`src/rtl/bool_sweep_pkg.sv`:
```
// Shared definitions for the Boolean function sweeper: FSM state encoding,
// MISR constants and the MISR step helper used when SWEEP_SIG_EN is defined.
package bool_sweep_pkg;

  typedef enum logic [1:0] {
    ST_IDLE = 2'd0,
    ST_RUN  = 2'd1,
    ST_DONE = 2'd2
  } state_t;

  localparam logic [15:0] SIG_POLY = 16'h1021;
  localparam logic [15:0] SIG_SEED = 16'hFFFF;

  // One MISR step: shift left, fold back the polynomial on MSB carry-out,
  // then inject the new data bit into the LSB.
  function automatic logic [15:0] misr_step(input logic [15:0] s, input logic d);
    return {s[14:0], 1'b0} ^ (s[15] ? SIG_POLY : 16'h0000) ^ {15'b0, d};
  endfunction

endpackage

```
`src/rtl/bool_lut_eval.sv`:
```
// Truth-table storage for the sweeper: a 2^N_IN-bit LUT register with a load
// enable and a purely combinational lookup of the addressed entry.
module bool_lut_eval
  import bool_sweep_pkg::*;
#(
  parameter int                      N_IN     = 4,
  parameter logic [(1<<N_IN)-1:0]    LUT_INIT = 16'hF830
) (
  input  logic                    clk,
  input  logic                    rst_n,
  input  logic                    load,
  input  logic [(1<<N_IN)-1:0]    lut_in,
  input  logic [N_IN-1:0]         vec,
  output logic                    f
);

  logic [(1<<N_IN)-1:0] lut_r;

  // LUT register: reverts to the build-time table on reset, loads on request.
  always_ff @(posedge clk or negedge rst_n) begin
    if (!rst_n) begin
      lut_r <= LUT_INIT;
    end else if (load) begin
      lut_r <= lut_in;
    end
  end

  assign f = lut_r[vec];

endmodule

```
`src/rtl/bool_func_sweeper.sv`:
```
// Self-sequencing evaluator: on start, streams (vector, F) for every input
// vector 0..2^N_IN-1 over a valid/ready port and counts the minterms seen.
// Optional feature macro: SWEEP_SIG_EN adds a 16-bit MISR signature output.
module bool_func_sweeper
  import bool_sweep_pkg::*;
#(
  parameter int                      N_IN     = 4,
  parameter logic [(1<<N_IN)-1:0]    LUT_INIT = 16'hF830
) (
  input  logic                    clk,
  input  logic                    rst_n,
  input  logic                    cfg_we,
  input  logic [(1<<N_IN)-1:0]    cfg_lut,
  input  logic                    start,
  output logic                    busy,
  output logic                    done,
  output logic                    out_valid,
  input  logic                    out_ready,
  output logic [N_IN-1:0]         out_vec,
  output logic                    out_f,
  output logic [N_IN:0]           ones_count
`ifdef SWEEP_SIG_EN
  ,
  output logic [15:0]             sig
`endif
);

  localparam logic [N_IN-1:0] VEC_LAST = {N_IN{1'b1}};

  state_t            state_r;
  state_t            state_s;
  logic [N_IN-1:0]   vec_r;
  logic              valid_r;
  logic [N_IN:0]     ones_r;
  logic              busy_r;
  logic              done_r;
  logic              f_s;
  logic              start_s;
  logic              load_s;
  logic              xfer_s;
  logic              last_s;

  // Configuration and start are only honoured while idle; the LUT is frozen otherwise.
  assign start_s = (state_r == ST_IDLE) & start;
  assign load_s  = (state_r == ST_IDLE) & cfg_we;
  assign xfer_s  = (state_r == ST_RUN) & valid_r & out_ready;
  assign last_s  = xfer_s & (vec_r == VEC_LAST);

  bool_lut_eval #(
    .N_IN     (N_IN),
    .LUT_INIT (LUT_INIT)
  ) u_lut (
    .clk    (clk),
    .rst_n  (rst_n),
    .load   (load_s),
    .lut_in (cfg_lut),
    .vec    (vec_r),
    .f      (f_s)
  );

  // Next-state logic: IDLE -> RUN on start, RUN -> DONE on last transfer, DONE lasts one cycle.
  always_comb begin
    state_s = state_r;
    case (state_r)
      ST_IDLE: begin
        if (start) begin
          state_s = ST_RUN;
        end else begin
          state_s = ST_IDLE;
        end
      end
      ST_RUN: begin
        if (last_s) begin
          state_s = ST_DONE;
        end else begin
          state_s = ST_RUN;
        end
      end
      ST_DONE: state_s = ST_IDLE;
      default: state_s = ST_IDLE;
    endcase
  end

  // State register.
  always_ff @(posedge clk or negedge rst_n) begin
    if (!rst_n) begin
      state_r <= ST_IDLE;
    end else begin
      state_r <= state_s;
    end
  end

  // Status flags registered from the next state so they line up with the state register.
  always_ff @(posedge clk or negedge rst_n) begin
    if (!rst_n) begin
      busy_r <= 1'b0;
      done_r <= 1'b0;
    end else begin
      busy_r <= (state_s != ST_IDLE);
      done_r <= (state_s == ST_DONE);
    end
  end

  // Vector counter, valid flag and minterm counter; all hold while the sink stalls.
  always_ff @(posedge clk or negedge rst_n) begin
    if (!rst_n) begin
      vec_r   <= '0;
      valid_r <= 1'b0;
      ones_r  <= '0;
    end else if (start_s) begin
      vec_r   <= '0;
      valid_r <= 1'b1;
      ones_r  <= '0;
    end else if (xfer_s) begin
      ones_r <= ones_r + {{N_IN{1'b0}}, f_s};
      if (last_s) begin
        vec_r   <= '0;
        valid_r <= 1'b0;
      end else begin
        vec_r   <= vec_r + N_IN'(1'b1);
      end
    end
  end

`ifdef SWEEP_SIG_EN
  logic [15:0] sig_r;

  // MISR over the streamed F values; seeded on start and held outside transfers.
  always_ff @(posedge clk or negedge rst_n) begin
    if (!rst_n) begin
      sig_r <= SIG_SEED;
    end else if (start_s) begin
      sig_r <= SIG_SEED;
    end else if (xfer_s) begin
      sig_r <= misr_step(sig_r, f_s);
    end
  end

  assign sig = sig_r;
`endif

  assign busy       = busy_r;
  assign done       = done_r;
  assign out_valid  = valid_r;
  assign out_vec    = vec_r;
  assign out_f      = f_s;
  assign ones_count = ones_r;

endmodule
```
`config.mk`:
```
export PLATFORM = sky130hd
export DESIGN_NAME = bool_func_sweeper
export DESIGN_NICKNAME = d
export VERILOG_FILES = /design/src/rtl/bool_sweep_pkg.sv /design/src/rtl/bool_lut_eval.sv /design/src/rtl/bool_func_sweeper.sv
export SDC_FILE = /design/constraint.sdc
export NUM_CORES = 1
export LEC_CHECK = 0
export ABC_AREA = 1
export CORE_AREA = 5 5 59 61
export CTS_BUF_LIST = sky130_fd_sc_hd__clkbuf_8
export DETAILED_ROUTE_END_ITERATION = 6
export DIE_AREA = 0 0 64 66
export GPL_TIMING_DRIVEN = 0
export PLACE_DENSITY = 0.92
export SYNTH_ARGS = -nofsm -noshare
export SYNTH_HDL_FRONTEND = slang
export SYNTH_HIERARCHICAL = 1
export SYNTH_SLANG_ARGS = --single-unit
```
`constraint.sdc`:
```
create_clock -name clk -period 5.2 [get_ports clk]
set_input_delay 1.04 -clock clk [delete_from_list [all_inputs] [get_ports clk]]
set_output_delay 1.04 -clock clk [all_outputs]
set_load 0.01 [all_outputs]
```
==> flow_summary.yaml <==
die:
  start_util_pct: 51.9
  fp.dieW_um: 64
  die_h_um: 66
  rows: 20
  ios: 34
  coreArea_um2: 2930
  die_area_um2: 4220
place:
  numPortBuffers: 33
  gp_congestion: 0.797
  dp.final_hpwl_um: 2370
hold_path:
  hold_path_class: "reg -> reg"
  whs_path_depth: 2
  hold_end: "u_lut/lut_r[4]"
  hold_start: "u_lut/lut_r[4]"
detailed_routing:
  drt_pass1_iterations: 4
  num_vias: 1312
  post_drt_wl_per_cell_um: 12.2
  vias_per_cell: 4.97
  ant_nets: 0
  drc: 0
  drt_iter0_drc: 75
  finalWirelength_um: 3220
layout:
  nets: 254
  n_antenna_cell: 0
  final_common_cell: "nand2_1"
  syn_to_final_growth_pct: 29.4
  layout-drive-gt1-share_pct: 16.5
  layout_common_cells: "nand2_1, clkdlybuf4s50_1, inv_1"
  postLayoutCoreUtil_pct: 67.2
synth:
  seq_area_frac_synth_pct: 50.0
  ys_types: 21
  syn_avg_cell_area_um2: 8.00
  yosysWarnings: 6
  syn_inst: 190
  ys_seq_elements: 30
  syn_nets: 214
  synth_area_um2: 1520
timing:
  relSlewSlack_pct: 57.0
  setup_viol: 0
  finalClockSkew_ns: 0.00104
  hold_viol: 0
  period_share_pct: 57.6
  rsz0062_at_grt: "no"
  finalWorstPathRequiredPeriod_ns: 3.00
  fin_tns_setup_ns: 0
  worst_pin_slew_ns: 0.646
  slew_viol_final: 0
  max_freq_mhz: 334
critical_path:
  slowest_delay_ns: 0.55
  crit_type: "reg -> out"
  cpMostUsedCell: "nand3_1"
  worstSetupEndpointType: "output port"
  r2r-start: "out_vec[0]"
  crit_slowest_cell: "clkdlybuf4s50_1"
  critPathRequiredTime_ns: 4.16
  crit_chain: "buf_6, inv_6, nand2_1, nand3_1, nand3_1, nand3_1, nand2_1, clkdlybuf4s50_1"
  arrival_ns: 1.96
  cp-start-kind: "register"
  worstRegToRegCells: 13
  r2r-end: "ones_count[4]"
  cp_top_family: "buffers and inverters"
  crit_fanout: 9
  cp_num_buf_inv: 3
  rrSetupSlack_ns: 3.22
clocking:
  htreeDepth: 2
  cts_tree: "yes"
  clock_path_buffers: 2
  path_clk_slew_ns: 0.06
  hold_buffers: 0
  root_buffer: "clkbuf_8"
  cts-resized-gates: 0
  clock-sinks: 30
  clk_latency_ns: 0.28
  numCtsBuffers: 5
  post_cts_buffers: 0
global_route:
  grt_pass1_wl_um: 5890
  grt_pass1_vias: 1304
  track_usage_pct: 18.1
  grt_max_degree: 31
  antenna_found_initial: 0
  grt_overflow: 0
pwr:
  ir_worst_vdd_mv: 0.216
  p_leak_nw: 0.998
  power.total_uw: 457
  powerDensity_nw_per_um2: 232
run:
  drv_cap: 0
outcome:
  status: "completed"
routing by layer:
metal / wire (um) / GRT usage [%] / vias up
li1: - / - / 673
met1: 1400 / 22.7 / 610
met2: 1620 / 28.9 / 25
met3: 141 / 5.78 / 4
met4: 56 / 7.01 / 0
met5: 0 / 0 / -
cells by family after synthesis:
| logic type | count (synthesis) | share of synthesized area (%) |
|---|---|---|
| AO/OA/AOI/OAI | 22 | 7.74 |
| adder cells (fa/ha/maj) | 3 | 2.47 |
| buffers and inverters | 38 | 10.9 |
| flip-flops | 30 | 50.0 |
| AND/OR/NAND/NOR | 97 | 28.9 |
worst min-delay path: stages (launching register included):
cell and delay (ns):
dfstp_2 0.36, clkinv_1 0.05, o21ai_1 0.05
metrics by stage:
step / instances / worst slack [ns] / hold WS (ns) / instance area, um^2
after global placement: 256 / 2.52 / 0.447 / 1890
after floorplan: 190 / 3.12 / 0.436 / 1520
after detailed placement: 256 / 2.50 / 0.453 / 1890
after global routing: 264 / 2.08 / 0.501 / 1970
final: 264 / 2.20 / 0.463 / 1970
after CTS: 264 / 2.19 / 0.461 / 1970
sequential cells by signal, indices dropped and copies added (netlist names):
register     flops
busy             1
done             1
ones_count       5
out_valid        1
out_vec          4
state_r          2
u_lut/lut_r     16
area by class of cell:
cell class              count  area [um^2]
well taps                  33         41.3
flip-flops and latches     30          759
inverters                  33          129
clock buffers               5         68.8
fillers                   238          961
clock inverters             3         11.3
plain buffers               5         37.5
repair buffers             33          325
multi-input cells         122          594
where the power goes:
part | total (mW) | switching (mW) | leakage (nW) | internal [mW]
combinational | 0.0390 | 0.0179 | 0.601 | 0.0211
clock | 0.170 | 0.0813 | 0.0519 | 0.0888
sequential | 0.248 | 0.00319 | 0.345 | 0.244
total | 0.457 | 0.102 | 0.998 | 0.354
worst max-delay path by stage:
stage / startpoint / end / slack, ns / depth (start not counted)
after CTS: out_vec[0] / out_f / 2.19 / 8
after global placement: out_vec[0] / out_f / 2.52 / 8
after global routing: out_vec[0] / out_f / 2.08 / 8
after detailed placement: out_vec[0] / out_f / 2.50 / 8
after floorplan: out_vec[0] / out_f / 3.12 / 7
final: out_vec[0] / out_f / 2.20 / 8
synth_stat cells:
| cell | number | area share [%] |
|---|---|---|
| a21oi_2 | 2 | 1.2 |
| nand2_2 | 5 | 2.1 |
| nand2_1 | 60 | 15 |
| inv_2 | 6 | 1.5 |
| dfstp_2 | 7 | 12 |
| nor2_4 | 1 | 0.74 |
| nor2_1 | 6 | 1.5 |
| nor2_2 | 1 | 0.41 |
| a21oi_1 | 1 | 0.33 |
| dfrtp_1 | 23 | 38 |
| buf_2 | 3 | 0.99 |
| o21ai_0 | 3 | 0.99 |
| nand4_1 | 2 | 0.82 |
| o21ai_1 | 16 | 5.3 |
| buf_6 | 2 | 1.5 |
| ha_1 | 3 | 2.5 |
| nand3_1 | 18 | 5.9 |
| inv_6 | 1 | 0.58 |
| inv_1 | 25 | 6.2 |
| clkinv_1 | 1 | 0.25 |
| nand3_2 | 4 | 2.6 |
No activity file was read; power rests on OpenSTA's default activity.
==> RTL edit (same flow settings) <==
Register the output `ones_count` once more, with the module's reset; this adds one clock of latency there. The other outputs are not delayed to match.
--- a/src/rtl/bool_func_sweeper.sv
+++ b/src/rtl/bool_func_sweeper.sv
@@ -144,6 +144,12 @@
   assign out_valid  = valid_r;
   assign out_vec    = vec_r;
   assign out_f      = f_s;
-  assign ones_count = ones_r;
+  always_ff @(posedge clk or negedge rst_n) begin
+    if (!rst_n) begin
+      ones_count <= '0;
+    end else begin
+      ones_count <= ones_r;
+    end
+  end
 
 endmodule
Behaviour: not the same (Yosys sat finds a counterexample within 4 cycles, from zero or initial values and one cycle with rst_n low).
==> RTL edit against the unedited design <==
- area after synthesis rose by 7.7%
- design area rose by 6.2%
- wire length increased by 1.1%
- count of clock-buffer cells in the layout unchanged
- sequential cell count grew 5
- non-clock buffer count up 1
- setup slack improved by 0.019 ns
- power is 11% higher
- largest power group unchanged
- highest routed layer unchanged
==> RTL edit: results <==
[run_status]
status = completed

[power_and_ir_drop]
p_comb_share_pct = 7.2
ir_drop_v = 0.000235
power.switching_uw = 115
p_seq_uw = 285
p_leak_uw = 0.00105

[worst_setup_path]
r2r_cells = 14
crit_start = out_vec[0]
arrival_ns = 1.94
reg2reg_to = ones_r[4]
r2r_setup_slack_ns = 3.23
cp_slowest_stage_delay_ns = 0.55

[logic_synthesis]
synth_compound_area_share_pct = 7.72
synthDistinctLibCells = 22
synth_fa_ha_area_share_pct = 2.29
synth_area_leaders = dfrtp_1, nand2_1, dfstp_2
ys_seq_area_share_pct = 54.0
synthTopCellsByCount = nand2_1, dfrtp_1, inv_1, nand3_1, o21ai_1
synth_nets = 215

[route]
dr.first_iter.drc_count = 38
drt_wl_total_mm = 3.25
vias_per_cell = 5.12

[grt]
grt_start_max_net_pins = 36
grt_antenna_before_repair = 0
grt_pass1_vias = 1351
grt_use_total_pct = 17.4

[timing]
fin_worst_skew_ns = 0.00463
fin_crit_ns = 2.98

[placement]
pre_cts_ws_ns = 2.55
gp_congestion = 0.789
place_hpwl_mm = 2.37

[hold_path]
whs_path_depth = 0
hold_end = ones_count[4]
min_from = ones_r[4]

[clocking]
clkLatencyLatePin_ns = 0.28

[finish]
drive_above_1_share_pct = 16.4
fillers = 222
nets = 255
-- RTL edit: through the flow --
step	hold WS [ns]	area, um^2	std cells	power [uW]	util (%)
after global routing	0.419	2090	265	528	71.4
after detailed placement	0.390	2000	257	327	68.5
after CTS	0.408	2090	265	513	71.4
after floorplan	0.375	1640	191	303	-
after global placement	0.386	2010	257	326	68.6
final	0.403	2090	265	508	71.4
-- RTL edit: layer usage --
layer	track usage, %	up-vias	wire (um)	part of all wire [%]
met5	0	-	0	0
met4	9.35	0	76	2.3
met3	4.76	6	183	5.6
met2	29.4	35	1580	49
met1	19.8	645	1410	43
li1	-	672	-	-
-- RTL edit: cell type report --
class	count	area, um^2	share of cell area (%)
flip-flops and latches	35	885	42.3
multi-input cells	120	591	28.3
repair buffers	33	325	15.6
inverters	30	118	5.63
clock buffers	5	68.8	3.29
plain buffers	6	45.0	2.16
well taps	33	41.3	1.98
clock inverters	3	16.3	0.778
